<file path="src/rtl/mips_wb_pkg.sv">
`default_nettype none
// ============================================================================
// Package : mips_wb_pkg
// Brief   : Shared types and helpers for the MEM/WB pipeline stage: load
//           type encoding, write-back status encoding, extension helpers.
// Rev     : 1.0  initial release
// ============================================================================
package mips_wb_pkg;

    // Load flavours carried alongside a MEM-stage entry.
    typedef enum logic [2:0] {
        LT_WORD  = 3'd0,
        LT_HALF  = 3'd1,
        LT_HALFU = 3'd2,
        LT_BYTE  = 3'd3,
        LT_BYTEU = 3'd4
    } load_type_t;

    // Write-back stage status reported on wb_status.
    typedef enum logic [1:0] {
        WB_IDLE    = 2'd0,
        WB_ACTIVE  = 2'd1,
        WB_STALLED = 2'd2,
        WB_ERROR   = 2'd3
    } wb_state_t;

    // Widen a byte to 32 bits, replicating bit 7 when is_signed is set.
    function automatic logic [31:0] ext8(input logic [7:0] b, input logic is_signed);
        return {{24{is_signed & b[7]}}, b};
    endfunction

    // Widen a halfword to 32 bits, replicating bit 15 when is_signed is set.
    function automatic logic [31:0] ext16(input logic [15:0] h, input logic is_signed);
        return {{16{is_signed & h[15]}}, h};
    endfunction

endpackage : mips_wb_pkg
`default_nettype wire

</file>
<file path="src/rtl/load_align.sv">
`default_nettype none
// ============================================================================
// Module : load_align
// Brief  : Combinational big-endian load alignment. Picks the addressed
//          byte/halfword out of a memory word, extends it, and flags
//          accesses that are misaligned or use an unencoded load type.
// Rev    : 1.0  initial release
// ============================================================================
module load_align
    import mips_wb_pkg::*;
(
    input  logic [31:0] word,
    input  logic [1:0]  offset,
    input  logic [2:0]  loadtype,
    output logic [31:0] value,
    output logic        misaligned
);

    logic [7:0]  w_byte;
    logic [15:0] w_half;

    // Big-endian byte select: offset 0 is the most significant byte.
    always_comb begin
        w_byte = word[31:24];
        case (offset)
            2'd0:    w_byte = word[31:24];
            2'd1:    w_byte = word[23:16];
            2'd2:    w_byte = word[15:8];
            default: w_byte = word[7:0];
        endcase
    end

    // Halfword at offset 0 is the upper half, offset 2 the lower half.
    assign w_half = offset[1] ? word[15:0] : word[31:16];

    // Extension and alignment check per load flavour; unknown codes trap.
    always_comb begin
        value      = 32'd0;
        misaligned = 1'b0;
        case (loadtype)
            LT_WORD: begin
                value      = word;
                misaligned = (offset != 2'd0);
            end
            LT_HALF: begin
                value      = ext16(w_half, 1'b1);
                misaligned = offset[0];
            end
            LT_HALFU: begin
                value      = ext16(w_half, 1'b0);
                misaligned = offset[0];
            end
            LT_BYTE: begin
                value      = ext8(w_byte, 1'b1);
            end
            LT_BYTEU: begin
                value      = ext8(w_byte, 1'b0);
            end
            default: begin
                value      = 32'd0;
                misaligned = 1'b1;
            end
        endcase
    end

endmodule : load_align
`default_nettype wire

</file>
<file path="src/rtl/mem_wb_stage.sv">
`default_nettype none
// ============================================================================
// Module : mem_wb_stage
// Brief  : MEM/WB pipeline register with load alignment, register-file write
//          port generation, retirement/misalignment counters and a status
//          state machine with a sticky error state.
// Rev    : 1.0  initial release
// ============================================================================
module mem_wb_stage
    import mips_wb_pkg::*;
#(
    parameter int CNT_W = 32
) (
    input  logic             clk,
    input  logic             reset_n,
    input  logic             stall,
    input  logic             flush,
    input  logic             in_valid,
    input  logic             in_regwrite,
    input  logic             in_memtoreg,
    input  logic [4:0]       in_writereg,
    input  logic [31:0]      in_aluout,
    input  logic [31:0]      in_readdata,
    input  logic [2:0]       in_loadtype,
    output logic             we3,
    output logic [4:0]       wa3,
    output logic [31:0]      wd3,
    output logic [1:0]       wb_status,
    output logic [CNT_W-1:0] retired_count,
    output logic [CNT_W-1:0] misalign_count
);

    localparam logic [CNT_W-1:0] c_cnt_one = {{(CNT_W-1){1'b0}}, 1'b1};
    localparam logic [CNT_W-1:0] c_cnt_max = {CNT_W{1'b1}};

    // Stage register contents
    logic        r_valid;
    logic        r_regwrite;
    logic        r_memtoreg;
    logic [4:0]  r_writereg;
    logic [31:0] r_aluout;
    logic [31:0] r_readdata;
    logic [2:0]  r_loadtype;

    logic [CNT_W-1:0] r_retired_count;
    logic [CNT_W-1:0] r_misalign_count;

    wb_state_t r_state;
    wb_state_t w_state_next;

    logic [31:0] w_load_value;
    logic        w_align_mis;
    logic        w_mis;
    logic        w_leave;

    load_align u_load_align (
        .word       (r_readdata),
        .offset     (r_aluout[1:0]),
        .loadtype   (r_loadtype),
        .value      (w_load_value),
        .misaligned (w_align_mis)
    );

    // Misalignment only matters when the result actually comes from memory.
    assign w_mis   = r_memtoreg & w_align_mis;
    // The held entry leaves the stage on any unstalled edge.
    assign w_leave = r_valid & ~stall;

    assign we3 = w_leave & r_regwrite & (r_writereg != 5'd0) & ~w_mis;
    assign wa3 = r_writereg;
    assign wd3 = r_memtoreg ? w_load_value : r_aluout;

    assign retired_count  = r_retired_count;
    assign misalign_count = r_misalign_count;
    assign wb_status      = r_state;

    // Stage register: flush inserts a bubble (wins over stall), stall holds.
    always_ff @(posedge clk or negedge reset_n) begin
        if (!reset_n) begin
            r_valid    <= 1'b0;
            r_regwrite <= 1'b0;
            r_memtoreg <= 1'b0;
            r_writereg <= 5'd0;
            r_aluout   <= 32'd0;
            r_readdata <= 32'd0;
            r_loadtype <= 3'd0;
        end else if (flush) begin
            r_valid    <= 1'b0;
            r_regwrite <= 1'b0;
            r_memtoreg <= 1'b0;
            r_writereg <= 5'd0;
            r_aluout   <= 32'd0;
            r_readdata <= 32'd0;
            r_loadtype <= 3'd0;
        end else if (!stall) begin
            r_valid    <= in_valid;
            r_regwrite <= in_regwrite;
            r_memtoreg <= in_memtoreg;
            r_writereg <= in_writereg;
            r_aluout   <= in_aluout;
            r_readdata <= in_readdata;
            r_loadtype <= in_loadtype;
        end
    end

    // Saturating event counters, bumped as each valid entry leaves.
    always_ff @(posedge clk or negedge reset_n) begin
        if (!reset_n) begin
            r_retired_count  <= '0;
            r_misalign_count <= '0;
        end else if (w_leave) begin
            if (r_retired_count != c_cnt_max) begin
                r_retired_count <= r_retired_count + c_cnt_one;
            end
            if (w_mis && (r_misalign_count != c_cnt_max)) begin
                r_misalign_count <= r_misalign_count + c_cnt_one;
            end
        end
    end

    // Status state register.
    always_ff @(posedge clk or negedge reset_n) begin
        if (!reset_n) begin
            r_state <= WB_IDLE;
        end else begin
            r_state <= w_state_next;
        end
    end

    // Next status describes the entry held after the edge; error is sticky.
    always_comb begin
        w_state_next = r_state;
        if ((r_state == WB_ERROR) || (w_leave && w_mis)) begin
            w_state_next = WB_ERROR;
        end else if (flush) begin
            w_state_next = WB_IDLE;
        end else if (stall) begin
            w_state_next = r_valid ? WB_STALLED : WB_IDLE;
        end else begin
            w_state_next = in_valid ? WB_ACTIVE : WB_IDLE;
        end
    end

endmodule : mem_wb_stage
`default_nettype wire

</file>
<file path="config.mk">
export PLATFORM = sky130hd
export DESIGN_NAME = mem_wb_stage
export DESIGN_NICKNAME = d
export VERILOG_FILES = /design/src/rtl/mips_wb_pkg.sv /design/src/rtl/load_align.sv /design/src/rtl/mem_wb_stage.sv
export SDC_FILE = /design/constraint.sdc
export NUM_CORES = 1
export LEC_CHECK = 0
export BUFFER_PORTS_ARGS = -buffer_cell sky130_fd_sc_hd__buf_4
export CAP_MARGIN = 15
export CORE_UTILIZATION = 35
export DETAILED_ROUTE_END_ITERATION = 7
export PLACE_DENSITY = 0.59
export REMOVE_ABC_BUFFERS = 1
export SLEW_MARGIN = 20
export SYNTH_ARGS = -nofsm -noshare
export SYNTH_HDL_FRONTEND = slang
export SYNTH_HIERARCHICAL = 1
export SYNTH_SLANG_ARGS = --single-unit
export TNS_END_PERCENT = 50
</file>
<file path="constraint.sdc">
create_clock -name clk -period 5.8 [get_ports clk]
set_clock_uncertainty 0.15 [all_clocks]
set_input_delay 0.58 -clock clk [delete_from_list [all_inputs] [get_ports clk]]
set_output_delay 0.58 -clock clk [all_outputs]
set_load 0.01 [all_outputs]
</file>
==> impl_metrics.json, run 1 <==
{
  "status": "complete, no violations",
  "final-hold-violation-count": 0,
  "grt-ovfl-total": 0,
  "cp_max_fo": 24,
  "crit_path_start_kind": "flip-flop",
  "place_ws_ns": 2.552,
  "final.setup.tns_ns": 0,
  "synthXorXnorAreaFrac": 0.06989,
  "post_cts_resized": 0,
  "dr_wl_met2_mm": 9.701,
  "synth_cells": 728,
  "synth_top_family_by_area": "simple AND/OR/NAND/NOR gates",
  "wl_met1_mm": 9.917,
  "rsz0062_at_grt": "false",
  "maxCapViolCount": 0,
  "postCtsSetupBuffers": 0,
  "fin_worst_hold_slack_ns": 0.05146,
  "setup.worst_path.class": "flip-flop to output port",
  "hold_path_class": "primary input to async pin",
  "ys_ff_latch": 141,
  "routedWlPerCell_um": 17.90,
  "drtPass1Iterations": 6,
  "worst_slack_ns": 2.038,
  "drt-initial-drc-count": 431,
  "clkSinkCount": 141,
  "fillers": 2058,
  "layout_common_cells": "buf_4 (183), dfrtp_1 (140), nor2_1 (99), mux2i_1 (77), nand3_1 (41)",
  "synth_compound_gate_area_share": 0.06350,
  "seqPwrFrac": 0.439,
  "grt_pass1_wl_mm": 33.19,
  "cts.clk_slew.worst_paths_ns": 0.07,
  "rows": 53,
  "clk_latency_ns": 0.42,
  "post-place-cells": 1148,
  "ff2ff_path_depth": 8,
  "cts_tree": "yes",
  "final_cells": 1180,
  "ctsHoldBuffers": 0,
  "drtAntennaViolNets": 0,
  "synth.area.top_cells": "dfrtp_1 (46%), mux2i_1 (10%), mux2_2 (5.0%), nor2_1 (4.9%), xnor2_1 (4.6%)",
  "critical_path_required_ns": 5.07,
  "grt_max_degree": 95,
  "synth_flop_cell": "dfrtp_1",
  "switching_share": 0.2690,
  "grt_antenna_before_repair": 0,
  "p_comb_frac": 0.131,
  "insertedDiodeCount": 0,
  "switchingPower_w": 0.0006727,
  "synth_largest_area_cell": "dfrtp_1",
  "via_per_inst": 5.241,
  "fp.dieW_um": 149.8,
  "r2r_start": "r_loadtype[1]",
  "final.period_utilization": 0.6486,
  "synthAdderAreaFrac": 0.003273,
  "p_per_area_mw_per_mm2": 256.7,
  "async_flop_share": 1.000,
  "end_kind": "output port",
  "synth-edff-count": 0,
  "max-slew-margin-rel": 0.3768,
  "avgSynthCellArea_sq_um": 10.50,
  "synth.area.mux_share": 0.1738,
  "clkPwrFrac": 0.431,
  "num_io_pins": 183,
  "synth_top_area_share": 0.4615,
  "grt_use_total": 0.1930,
  "fp.dieH_um": 149.8,
  "post-dp-hpwl_mm": 14.43,
  "place_congestion": 0.8128,
  "initial_core_util": 0.3603,
  "layout_commonest_cell": "buf_4",
  "port_buffers": 182,
  "fmax_mhz": 265.8,
  "ys_seq_area_frac": 0.4615,
  "synth-simple-area-share": 0.1979,
  "area_delta_synth_final_pct": 27.46,
  "yosysWarnings": 6,
  "nets": 973,
  "cts_buffer_depth": 2,
  "vias": 6184,
  "arrival_ns": 3.03,
  "grt_pass1_vias": 5926,
  "routed_wirelength_mm": 21.12,
  "clock-root-buffer": "clkbuf_16",
  "htree_levels": 4,
  "ir_drop_mv": 0.1846,
  "p_int_w": 0.001828,
  "highest_layer": "met4",
  "cts_buffers": 17,
  "r2r_slack_ns": 2.56,
  "setup_viol": 0,
  "wl_met3_mm": 1.079,
  "p_leak_nw": 4.702,
  "core_area_sq_mm": 0.02122,
  "reg2reg_to": "misalign_count[31]",
  "netlist-cell-type-count": 56,
  "dieArea_sq_mm": 0.02244,
  "drv_slew": 0,
  "period_minus_slack_ns": 3.762,
  "drc": 0,
  "synthesis.area_sq_mm": 0.007645,
  "tightestPinTransition_ns": 0.9348,
  "drive_above_1_share": 0.3083
}
metrics by stage:
step | area [sq um] | utilization | power, W
CTS | 9744 | 0.4592 | 0.002531
global route | 9744 | 0.4592 | 0.002609
floorplan | 7437 | - | 0.001252
detailed placement | 9168 | 0.4320 | 0.001445
global placement | 9168 | 0.4320 | 0.001440
finish | 9744 | 0.4592 | 0.002501
final cells by class:
cell class / instances / area (sq um) / area share
clock buffer: 20 / 466.7 / 0.04789
clock inverter: 12 / 110.1 / 0.01130
inverter: 6 / 22.52 / 0.002311
multi-input combinational: 542 / 3886 / 0.3988
sequential: 141 / 3530 / 0.3622
tap: 275 / 344.1 / 0.03531
timing repair buffer: 184 / 1385 / 0.1421
power groups by stage:
stage | clock network [W] | registers, W | logic [W]
floorplan | 0 | 0.00110 | 0.000149
global placement | 0 | 0.00111 | 0.000327
detailed placement | 0 | 0.00111 | 0.000331
CTS | 0.00110 | 0.00110 | 0.000333
global route | 0.00115 | 0.00111 | 0.000358
finish | 0.00108 | 0.00110 | 0.000327
cell usage after synthesis (all sizes together), types with 2 or more instances:
master and instances:
o21ai 2, nand2b 19, or2 2, nand3 42, and4 5, nor4 9
and2b 2, or3 4, nor2b 10, mux2 34, clkbuf 24, a221o 7
nand3b 3, inv 6, buf 15, and3 11, and3b 2, nand2 35
nand4 24, mux4 7, dfrtp 141, nor2 100, a31oi 10, xor2 21
and2 2, nor3 20, ha 2, a21oi 24, mux2i 78, a21o 16
xnor2 40, nand4b 2
state kept, by name, indices dropped and copies added (netlist names):
register,cells
wb_status,2
retired_count,32
r_regwrite,1
r_readdata,32
wa3,5
r_valid,1
r_aluout,32
r_loadtype,3
r_memtoreg,1
misalign_count,32
routing by layer:
layer,track usage,vias to the layer above
met4,0.07172,0
met2,0.2868,181
met5,0,-
met1,0.2786,3053
met3,0.03445,27
li1,-,2923
cells by family after synthesis:
family	count (synthesis)
compound gates	66
flops	141
xor+xnor	61
simple gates	294
fa+ha+maj	2
mux	119
buf+inv	45
worst max-delay path: stages, from the launching register on:
cell and delay [ns]:
dfrtp_1 0.84, nand2_1 0.49, a21oi_1 0.26, nor2_1 0.18, a221o_1 0.41, mux2_2 0.28
buf_4 0.14
how the worst max path moves through the flow:
stage                  end  slack, ns           from  cells past startpoint
floorplan           wd3[7]       3.09    r_aluout[1]                      5
global placement    wd3[4]       2.60  r_loadtype[1]                      6
detailed placement  wd3[6]       2.55  r_loadtype[1]                      6
CTS                 wd3[6]       2.08  r_loadtype[1]                      6
global route        wd3[6]       1.88  r_loadtype[1]                      6
finish              wd3[6]       2.04  r_loadtype[1]                      6
Note: power is estimated with default switching activity, not from simulation.
==> inputs of run 2 (changes only) <==
Clock period 5.8 ns to 3.9 ns, I/O delays scaled along.
==> impl_metrics.json, run 2 (same netlist as run 1, synthesis figures left out) <==
{
  "htree_levels": 4,
  "grt_max_degree": 88,
  "post-dp-hpwl_mm": 14.72,
  "cts.clk_slew.worst_paths_ns": 0.06,
  "insertedDiodeCount": 0,
  "cpMaxStageDelayCell": "nand2b_1",
  "postCtsSetupBuffers": 0,
  "fillers": 2036,
  "rsz0062_at_grt": "false",
  "final.period_utilization": 0.8158,
  "port_buffers": 182,
  "cp_slowest_stage_delay_ns": 0.59,
  "critPathTopFamily": "simple AND/OR/NAND/NOR gates",
  "grt_pass1_wl_mm": 33.35,
  "drtPass1Iterations": 5,
  "fp.dieW_um": 149.8,
  "fmax_mhz": 314.3,
  "hold_path_class": "primary input to flip-flop",
  "crit_chain": "mux2i_1 -> nand2b_1 -> o221ai_1 -> a32o_1 -> mux2_2 -> buf_4",
  "max-slew-margin-rel": 0.4281,
  "ir_drop_mv": 0.2505,
  "end_kind": "output port",
  "core_area_sq_mm": 0.02122,
  "p_total_w": 0.003815,
  "maxCapViolCount": 0,
  "setup_viol": 0,
  "cts_buffer_depth": 2,
  "tightestPinTransition_ns": 0.8578,
  "final-hold-violation-count": 0,
  "cts_tree": "yes",
  "dieArea_sq_mm": 0.02244,
  "critical_path_required_ns": 3.36,
  "grt_antenna_before_repair": 0,
  "drv_slew": 0,
  "crit_buf_inv": 1,
  "crit_path_start_kind": "flip-flop",
  "cts_buffers": 17,
  "post_cts_resized": 0,
  "routedWlPerCell_um": 17.77,
  "period_minus_slack_ns": 3.181,
  "routed_wirelength_mm": 21.11,
  "drt-initial-drc-count": 339,
  "rows": 53,
  "drc": 0,
  "clock-root-buffer": "clkbuf_16",
  "p_leak_nw": 4.770,
  "drive_above_1_share": 0.3133,
  "arrival_ns": 2.64,
  "clkSinkCount": 141,
  "clk_latency_ns": 0.43,
  "grt_use_total": 0.1946,
  "initial_core_util": 0.3603,
  "vias": 6133,
  "area_delta_synth_final_pct": 28.85,
  "p_per_area_mw_per_mm2": 387.3,
  "status": "complete, no violations",
  "drtAntennaViolNets": 0,
  "via_per_inst": 5.162,
  "grt_pass1_vias": 5931,
  "layout_commonest_cell": "buf_4",
  "place_congestion": 0.8255,
  "setup.worst_path.class": "flip-flop to output port",
  "nets": 981,
  "cp_max_fo": 17,
  "num_io_pins": 183,
  "final.setup.tns_ns": 0,
  "grt-ovfl-total": 0,
  "layout_common_cells": "buf_4 (189), dfrtp_1 (140), nor2_1 (99), mux2i_1 (77), nand3_1 (41)",
  "fp.dieH_um": 149.8
}
[run 2: cell types whose count changed in the layout (fill, tap and decap cells not counted)]
| cell | change |
|---|---|
| buf_12 | +1 |
| buf_4 | +6 |
| bufinv_16 | +2 |
| clkbuf_8 | -3 |
| clkinv_4 | +2 |
| clkinvlp_4 | -3 |
| dlygate4sd3_1 | +1 |
| inv_6 | +2 |
[run 2: metal layers]
layer  vias to the layer above  global-route usage  wire length [um]
met4                         0             0.06364               302
met5                         -                   0                 0
met3                        21             0.03689              1088
met2                       162              0.2991              9771
li1                       2937                   -                 -
met1                      3013              0.2744              9951
[run 2: repair_timing]
item                                   in CTS  in global routing
endpoints found under the hold margin      86                  0
hold buffers                                1                  0
setup endpoints to repair                   0                  0
[run 2: power by group]
part / internal, W / leakage (nW) / switching (W) / total, W
Sequential: 0.00153 / 1.90 / 0.0000812 / 0.00161
Clock: 0.00102 / 0.299 / 0.000676 / 0.00169
Combinational: 0.000261 / 2.57 / 0.000250 / 0.000511
[run 2: through the flow]
stage / utilization / hold slack [ns] / instance area (sq um) / instances / setup slack [ns]
3_3_place_gp: 0.4351 / 0.3311 / 9233 / 1155 / 1.094
5_1_grt: 0.4642 / 0.04397 / 9851 / 1188 / 0.5576
3_5_place_dp: 0.4351 / 0.3443 / 9233 / 1155 / 1.031
4_1_cts: 0.4642 / 0.03702 / 9851 / 1188 / 0.7098
2_1_floorplan: - / -0.05559 / 7437 / 689 / 1.221
6_report: 0.4642 / 0.05055 / 9851 / 1188 / 0.7185
[run 2: worst register-to-register path, delay by kind of cell, from the launching register on]
family           cells  cell delay, ns
AO/OA/AOI/OAI        2            0.49
AND/OR/NAND/NOR      5            1.48
flip-flops           1            0.48
XOR/XNOR             1            0.14
[run 2: final timing paths]
kind,from,end,slack [ns],depth (start not counted)
max in group asynchronous,reset_n,r_loadtype[1],2.32,3
max reg2reg,r_loadtype[0],misalign_count[19],1.03,8
max,r_aluout[1],wd3[7],0.72,6
min reg2reg,misalign_count[6],misalign_count[6],0.35,1
min,in_aluout[7],r_aluout[7],0.05,3
min in group asynchronous,reset_n,retired_count[19],0.46,2
[run 2: cell type report]
type | count | area, sq um | area share
timing repair buffer | 192 | 1460 | 0.1482
multi-input combinational | 542 | 3886 | 0.3945
tap | 275 | 344.1 | 0.03493
sequential | 141 | 3530 | 0.3583
inverter | 6 | 22.52 | 0.002286
clock buffer | 17 | 425.4 | 0.04319
clock inverter | 15 | 182.7 | 0.01854
